**src/rtl/pipe_ctrl_scoreboard.sv**
```systemverilog
// Decode-stage control and hazard unit: register selects, in-flight write scoreboard,
// load-use / mul-div stall and per-operand forwarding selects.
module pipe_ctrl_scoreboard #(
    parameter int REG_W         = 5,
    parameter int PIPE_DEPTH    = 3,
    parameter int MULDIV_CYCLES = 32,
    parameter int STATUS_REG    = 30,
    parameter int RA_REG        = 31
) (
    input  logic             clock,
    input  logic             reset,
    input  logic             in_valid,
    input  logic [4:0]       opcode,
    input  logic [4:0]       alu_op,
    input  logic [REG_W-1:0] rd,
    input  logic [REG_W-1:0] rs,
    input  logic [REG_W-1:0] rt,
    output logic [REG_W-1:0] ctrl_readRegA,
    output logic [REG_W-1:0] ctrl_readRegB,
    output logic [REG_W-1:0] ctrl_writeReg,
    output logic             rwe,
    output logic             stall,
    output logic             issue,
    output logic [2:0]       fwd_selA,
    output logic [2:0]       fwd_selB,
    output logic             muldiv_busy
);
    localparam int CNT_W = $clog2(MULDIV_CYCLES);
    localparam logic [REG_W-1:0] STAT_R = REG_W'(STATUS_REG);
    localparam logic [REG_W-1:0] RA_R   = REG_W'(RA_REG);

    localparam logic [4:0] OP_R    = 5'b00000;
    localparam logic [4:0] OP_BNE  = 5'b00010;
    localparam logic [4:0] OP_JAL  = 5'b00011;
    localparam logic [4:0] OP_JR   = 5'b00100;
    localparam logic [4:0] OP_ADDI = 5'b00101;
    localparam logic [4:0] OP_BLT  = 5'b00110;
    localparam logic [4:0] OP_SW   = 5'b00111;
    localparam logic [4:0] OP_LW   = 5'b01000;
    localparam logic [4:0] OP_SETX = 5'b10101;
    localparam logic [4:0] OP_BEX  = 5'b10110;

    logic [REG_W-1:0] w_selA, w_selB, w_dst;
    logic             w_wr, w_ld, w_sp, w_md, w_rwe;

    always_comb begin
        w_selA = '0;
        w_selB = '0;
        w_dst  = '0;
        w_wr   = 1'b0;
        w_ld   = 1'b0;
        w_sp   = 1'b0;
        w_md   = 1'b0;
        case (opcode) inside
            OP_R: begin
                w_selA = rs;
                w_selB = rt;
                w_dst  = rd;
                w_wr   = 1'b1;
                w_sp   = alu_op inside {5'b00000, 5'b00001, 5'b00110, 5'b00111};
                w_md   = alu_op inside {5'b00110, 5'b00111};
            end
            OP_ADDI: begin
                w_selA = rs;
                w_dst  = rd;
                w_wr   = 1'b1;
                w_sp   = 1'b1;
            end
            OP_LW: begin
                w_selA = rs;
                w_dst  = rd;
                w_wr   = 1'b1;
                w_ld   = 1'b1;
            end
            [5'b01001:5'b01111]: begin
                w_selA = rs;
                w_selB = rt;
                w_dst  = rd;
                w_wr   = 1'b1;
            end
            OP_SW: begin
                w_selA = rs;
                w_selB = rd;
            end
            OP_BNE, OP_BLT: begin
                w_selA = rd;
                w_selB = rs;
            end
            OP_JR:   w_selA = rd;
            OP_JAL: begin
                w_dst = RA_R;
                w_wr  = 1'b1;
            end
            OP_SETX: begin
                w_dst = STAT_R;
                w_wr  = 1'b1;
            end
            OP_BEX:  w_selA = STAT_R;
            default: ;
        endcase
    end

    assign w_rwe = in_valid & w_wr & (w_dst != '0);

    logic [PIPE_DEPTH:1]            r_vld_pipe, r_ld, r_sp;
    logic [PIPE_DEPTH:1][REG_W-1:0] r_dst;
    logic [CNT_W-1:0]               r_cnt;

    // A zero select is an unused operand, so it can never hit; non-writers store dest 0.
    logic [PIPE_DEPTH:1] w_hitA, w_hitB, w_candA, w_candB;
    always_comb begin
        for (int k = 1; k <= PIPE_DEPTH; k++) begin
            w_hitA[k] = r_vld_pipe[k] & (w_selA != '0) &
                        ((r_dst[k] == w_selA) | (r_sp[k] & (w_selA == STAT_R)));
            w_hitB[k] = r_vld_pipe[k] & (w_selB != '0) &
                        ((r_dst[k] == w_selB) | (r_sp[k] & (w_selB == STAT_R)));
        end
        w_candA    = w_hitA;
        w_candB    = w_hitB;
        w_candA[1] = w_hitA[1] & ~r_ld[1];
        w_candB[1] = w_hitB[1] & ~r_ld[1];
    end

    logic       w_load_use;
    logic [2:0] w_fwdA, w_fwdB;
    assign w_load_use = r_ld[1] & (w_hitA[1] | w_hitB[1]);

    // Scan oldest to youngest so the youngest matching stage wins.
    always_comb begin
        w_fwdA = '0;
        w_fwdB = '0;
        for (int k = PIPE_DEPTH; k >= 1; k--) begin
            if (w_candA[k]) w_fwdA = 3'(k);
            if (w_candB[k]) w_fwdB = 3'(k);
        end
    end

    assign muldiv_busy   = (r_cnt != '0);
    assign stall         = in_valid & (muldiv_busy | w_load_use);
    assign issue         = in_valid & ~stall;
    assign ctrl_readRegA = w_selA;
    assign ctrl_readRegB = w_selB;
    assign ctrl_writeReg = w_dst;
    assign rwe           = w_rwe;
    assign fwd_selA      = w_fwdA;
    assign fwd_selB      = w_fwdB;

    always_ff @(posedge clock) begin
        if (reset) begin
            r_vld_pipe <= '0;
            r_dst      <= '0;
            r_ld       <= '0;
            r_sp       <= '0;
        end else begin
            r_vld_pipe[1] <= issue;
            r_dst[1]      <= w_rwe ? w_dst : '0;
            r_ld[1]       <= w_ld;
            r_sp[1]       <= w_sp;
            for (int k = 2; k <= PIPE_DEPTH; k++) begin
                r_vld_pipe[k] <= r_vld_pipe[k-1];
                r_dst[k]      <= r_dst[k-1];
                r_ld[k]       <= r_ld[k-1];
                r_sp[k]       <= r_sp[k-1];
            end
        end
    end

    always_ff @(posedge clock) begin
        if (reset)
            r_cnt <= '0;
        else if (issue & w_md)
            r_cnt <= CNT_W'(MULDIV_CYCLES - 1);
        else if (r_cnt != '0)
            r_cnt <= r_cnt - CNT_W'(1);
    end
endmodule

```
**config.mk**
```make
export PLATFORM = sky130hd
export DESIGN_NAME = pipe_ctrl_scoreboard
export DESIGN_NICKNAME = d
export VERILOG_FILES = /design/src/rtl/pipe_ctrl_scoreboard.sv
export SDC_FILE = /design/constraint.sdc
export NUM_CORES = 1
export LEC_CHECK = 0
export CORE_UTILIZATION = 45
export DETAILED_ROUTE_END_ITERATION = 16
export PLACE_DENSITY_LB_ADDON = 0.2
export SLEW_MARGIN = 0
export SYNTH_ARGS = -nofsm -noshare
export SYNTH_HDL_FRONTEND = slang
export SYNTH_SLANG_ARGS = --single-unit
```
**constraint.sdc**
```tcl
create_clock -name clock -period 3.83 [get_ports clock]
set_input_delay 0.766 -clock clock [delete_from_list [all_inputs] [get_ports clock]]
set_output_delay 0.766 -clock clock [all_outputs]
set_load 0.05 [all_outputs]
```
**Word-level counts from Yosys, hierarchy flattened**

Index checks and enable logic that the tools add are counted.

- Add/subtract/negate cells: 1
- Magnitude comparators: 2
- Equal/unequal tests: 20
- Muxes and demuxes: 46
- Bitwise operators: 37
- Reduce and logical (&&, ||, !) cells: 13

Operator list:

| operator | number |
|---|---|
| 5-bit two-way mux | 27 |
| 5-bit by 3-bit == test with 1-bit output, second input constant | 6 |
| 5-bit == test | 6 |
| 1-bit bitwise AND | 26 |
| 5-bit == test, second input constant | 4 |
| 5-bit nonzero test | 4 |
| 1-bit two-way mux | 13 |
| 3-bit two-way mux | 4 |
| 5-bit by 2-bit == test with 1-bit output, second input constant | 2 |
| 5-bit zero test | 2 |
| 1-bit OR | 8 |
| 5-bit by 1-bit == test with 1-bit output, second input constant | 1 |
| 5-bit by 4-bit == test with 1-bit output, second input constant | 1 |
| 5-bit by 4-bit greater-or-equal comparator with 1-bit output, second input constant | 1 |
| 5-bit by 4-bit less-or-equal comparator with 1-bit output, second input constant | 1 |
| 5-bit by 1-bit subtractor with 5-bit output, second input constant | 1 |
| 2-bit two-way mux | 2 |
| 2-bit nonzero test | 2 |
| 4-bit nonzero test | 1 |
| 2-bit OR reduction | 2 |
| 1-bit NOT | 3 |
| 3-bit OR reduction | 1 |
| 1-bit logical AND | 1 |

- Flip-flop bits (word level): 27
- Input port bits: 28
- Output and inout bits: 25
- Logic and storage cells: 126

**Longest topological paths before layout**

- Depth after elaboration: 23
- Gate-level depth with buffers: 11
- Mapped depth without buffers: 9

**Worst setup path before layout**

No wires, ideal clock.

- Kind: in2out
- From: in opcode[3]
- To: out fwd_selA[0]
- Arrival: 4164 ps
- Data required time: 3064 ps
- Setup slack: -1100 ps
- Stages on the path: 9
- Path buffers: 2
- Cells stage by stage: buf_6 or2_2 buf_1 o2bb2ai_1 and3_1 and2_1 a32o_1 nand2_1 o31ai_1

- Longest elaborated chain between the ends: 18
- Elaborated cells on any way between the ends: 45
- Those cells by class: order compare (2); eq/ne (13); mux (13); bitwise (13); reduce/logical (4)

Ends and longest elaborated chain:

| element | RTL line | RTL |
|---|---|---|
| start: declaration | 13 | `input logic [4:0] opcode,` |
| 5-bit == test (no line) | n/a |  |
| 5-bit two-way mux (9 in a row) | 54 | `case (opcode) inside` |
| 5-bit two-way mux (*) | 54 |  |
| via ctrl_readRegA[3] | 18 | `output logic [REG_W-1:0] ctrl_readRegA,` |
| 5-bit == test | 114 | `((r_dst[k] == w_selA) \| (r_sp[k] & (w_selA == STAT_R)));` |
| 1-bit bitwise AND | 114 |  |
| 1-bit OR | 114 |  |
| 1-bit bitwise AND | 113 | `w_hitA[k] = r_vld_pipe[k] & (w_selA != '0) &` |
| 2-bit two-way mux | 133 | `if (w_candA[k]) w_fwdA = 3'(k);` |
| 3-bit two-way mux | 133 |  |
| 3-bit two-way mux (*) | 133 |  |
| end: declaration | 24 | `output logic [2:0] fwd_selA,` |

Mark *: on every way through the listed nets, which the timed path passes. The rest lies on a longest branch.

**Final worst setup path**

- From: in opcode[1]
- To: out fwd_selB[0]

- Longest elaborated chain between the ends: 15
- Elaborated cells on any way between the ends: 37
- Those cells by class: order compare (2); eq/ne (9); mux (9); bitwise (13); reduce/logical (4)

Ends and longest elaborated chain:

| element | RTL line | RTL |
|---|---|---|
| 5-bit by 2-bit == test with 1-bit output (no line) or 5-bit by 3-bit == test with 1-bit output (tied branches) | n/a |  |
| 2-bit OR reduction | 54 |  |
| 5-bit two-way mux (5 in a row) | 54 |  |
| 5-bit two-way mux (*) | 54 |  |
| 5-bit == test | 116 | `((r_dst[k] == w_selB) \| (r_sp[k] & (w_selB == STAT_R)));` |
| 1-bit bitwise AND | 116 |  |
| 1-bit OR | 116 |  |
| 1-bit bitwise AND | 115 | `w_hitB[k] = r_vld_pipe[k] & (w_selB != '0) &` |
| 2-bit two-way mux | 134 | `if (w_candB[k]) w_fwdB = 3'(k);` |
| 3-bit two-way mux | 134 |  |
| 3-bit two-way mux (*) | 134 |  |
| end: declaration | 25 | `output logic [2:0] fwd_selB,` |

Every way passes the cells marked *; elsewhere a longest branch is shown, timed or not.

==> impl_results.md <==
* Sequential fraction of the synthesis area at 0.252
* Final worst path period share at 1.01
* Final setup viols at 1
* Worst-Margin Slew at 532 ps
* Inst Count DP at 396
* EDFF count, synth at 0
* Ports at 53
* CORE AREA at 4470 um2
* Failing checks: design-rule violations, negative setup slack
* Htree depth at 1
* Synth async-reset ratio at 0
* Clock Tree Root: clkbuf_8
* Crit Path Category: primary input to output pin
* Longest Clk Path Bufs at 2
* Total clock buffers created by CTS at 3
* CTS sink count at 27
* Number of global-route vias before repair at 2349
* # rows at 24
* DRC errors left at 2
* Post-layout util at 0.843
* Ys flop type: dfxtp_1
* Startpoint class of the critical path: primary input
* Later-pin clock latency in the skew report at 290 ps
* Routed WL at 7.05 mm
* Fillers at 257
* Sequential standard cell area at 541 um2
* Area Overhead vs Synth at 75.9%
* Synthesized flop and latch total at 27
* Syn. warnings at 0
* CTS tree: done
* Hold buffer count at cts at 0
* Final ANT Viol Nets at 0
* Routed length per placed instance at 17.1 um
* Cell Pwr Density at 360 nW/um2
* DRT Pass-1 Iters at 13
* RSZ-0062 raised after global routing: true
* DRT iter0 DRCs at 203
* Die ar. at 5040 um2
* Slew Viols, Final at 0
* Required @ worst endpoint at 3060 ps
* Hold_ws at 505 ps
* HPWL Detailed at 4.74 mm
* Initial antenna violation count at 0
* Final clock skew at 10.8 ps
* Share of post-route cells with drive strength above 1 at 0.449
* Leak pwr at 1.62 nW
* First-pass GRT wire length at 10.9 mm
* Setup slack after layout at -23.7 ps
* Clk slew on worst S/H paths at 110 ps
* Run status: finished, violations left
* Grt ovf at 0
* Setup crit end kind: output pin
* Crit path DAT at 3090 ps
* Syn Std Cell Area at 2140 um2
* Crit path max fanout at 4
* Slew margin rel. at 0.645
* Non-Filler Instances at 413
* Avg Inst Size Synth at 8.44 um2
* GPL Wtd Cong at 0.852
* Initial core utilization at 0.479
* Fmax at 259 MHz
* Nets at 391
* Multi-input logic area at 1800 um2
* Antenna diodes at 0
* Via count of the routed design at 2350
* Max_cap viols at 0
* Die Y-Extent at 71.0 um
* Final hold vios at 0
* Hold Crit Class: flop to flop
* Synth cell types at 73
* Port Buffers at 49
* Vias/cell at 5.69
* Cells after Synth at 254
* Fin crit period at 3850 ps
* Die width at 71.0 um
* Largest net degree at the start of global routing at 28
* Max VDD drop at 302 uV
* Total track usage at 0.275
[state kept, by name (all words and copies together) (netlist names)]
signal,count
r_vld_pipe,3
r_sp,3
r_ld,1
r_cnt,5
r_dst,15
[synthesized netlist by cell type (4+ instances only)]
| library cell | count | area [um2] |
|---|---|---|
| dfxtp_1 | 27 | 541 |
| nand3b_1 | 4 | 30.0 |
| xor2_1 | 16 | 140 |
| and2_1 | 7 | 43.8 |
| inv_1 | 8 | 30.0 |
| or2_2 | 4 | 25.0 |
| clkbuf_1 | 5 | 18.8 |
| a21oi_1 | 14 | 70.1 |
| o2bb2ai_1 | 4 | 35.0 |
| nand2_1 | 12 | 45.0 |
| xnor2_1 | 16 | 140 |
| o211ai_1 | 4 | 30.0 |
| nor3_1 | 9 | 45.0 |
| nor2b_1 | 20 | 125 |
| nor2_1 | 17 | 63.8 |
| buf_2 | 6 | 30.0 |
[power by group]
part	internal, mW	leakage (nW)	switching [mW]
Sequential	0.309	0.220	0.0235
Clock	0.0743	0.0217	0.100
Combinational	0.417	1.38	0.434
Total	0.800	1.62	0.558
[cell usage in the layout (no fill, tap or decap), types with 4 or more instances in the layout]
master / count
a21oi_1: 10
and2_1: 4
buf_12: 24
buf_4: 62
buf_6: 9
clkdlybuf4s50_1: 13
dfxtp_1: 27
dlygate4sd2_1: 5
dlymetal6s2s_1: 4
inv_1: 7
nand2_1: 9
nand2_2: 4
nand3b_1: 4
nor2_1: 14
nor2b_1: 19
nor3_1: 8
o211ai_1: 4
o2bb2ai_4: 4
or2_2: 4
xnor2_1: 16
xor2_1: 13
[critical path, cell delays in order]
cell     delay, ps
buf_8          100
nor3_4         200
mux2_4         350
a211o_4        360
buf_6          130
nor4b_4        260
buf_4          190
a32oi_2        160
a32oi_1        320
nor2_2          90
buf_12         160
[metal layers]
layer,GRT usage,part of all wire,up-vias
met4,0.0956,0.028,0
met2,0.507,0.51,88
met1,0.320,0.42,1117
met5,0,0,-
li1,-,-,1120
met3,0.0456,0.043,25
[metrics by stage]
stage / power [mW] / cell area, um2 / worst slack (ps) / TNS (ps)
after floorplan: 0.780 / 2270 / -34.9 / -47.5
after global placement: 1.05 / 3390 / -532 / -2580
after detailed placement: 1.07 / 3390 / -613 / -2960
after CTS: 1.28 / 3610 / 1.95 / 0
after global routing: 1.42 / 3770 / -113 / -328
final: 1.36 / 3770 / -23.7 / -23.7
[cell type report]
cell class	instances	share of cell area
clock buffer	3	0.0110
clock inverter	1	0.00199
inverter	9	0.00896
multi-input combinational	203	0.476
sequential	27	0.143
tap	52	0.0173
timing repair buffer	118	0.341
[worst paths after layout]
check	slack [ps]	depth (start not counted)	end	startpoint
hold / removal	510	2	r_cnt[4]	r_cnt[4]
setup reg to reg	1730	11	r_cnt[0]	r_cnt[0]
hold reg to reg	510	2	r_cnt[4]	r_cnt[4]
setup / recovery	-20	11	fwd_selB[0]	opcode[1]
[timing repair]
item / in CTS / in global routing
buffers inserted: 8 / 5
gates resized for setup: 57 / 35
endpoints found under the setup margin: 6 / 6
pin swaps: 26 / 22
[cells by family after synthesis]
logic type | count (synthesis) | share of synthesized area
adders and majority gates | 1 | 0.00584
muxes | 5 | 0.0245
and+or+nand+nor | 105 | 0.297
AOI/OAI and AO/OA | 58 | 0.231
buffers and inverters | 25 | 0.0578
DFF | 27 | 0.252
xor gates and xnor gates | 32 | 0.131
other | 1 | 0.00175
Power figures use the tool's default switching activity.
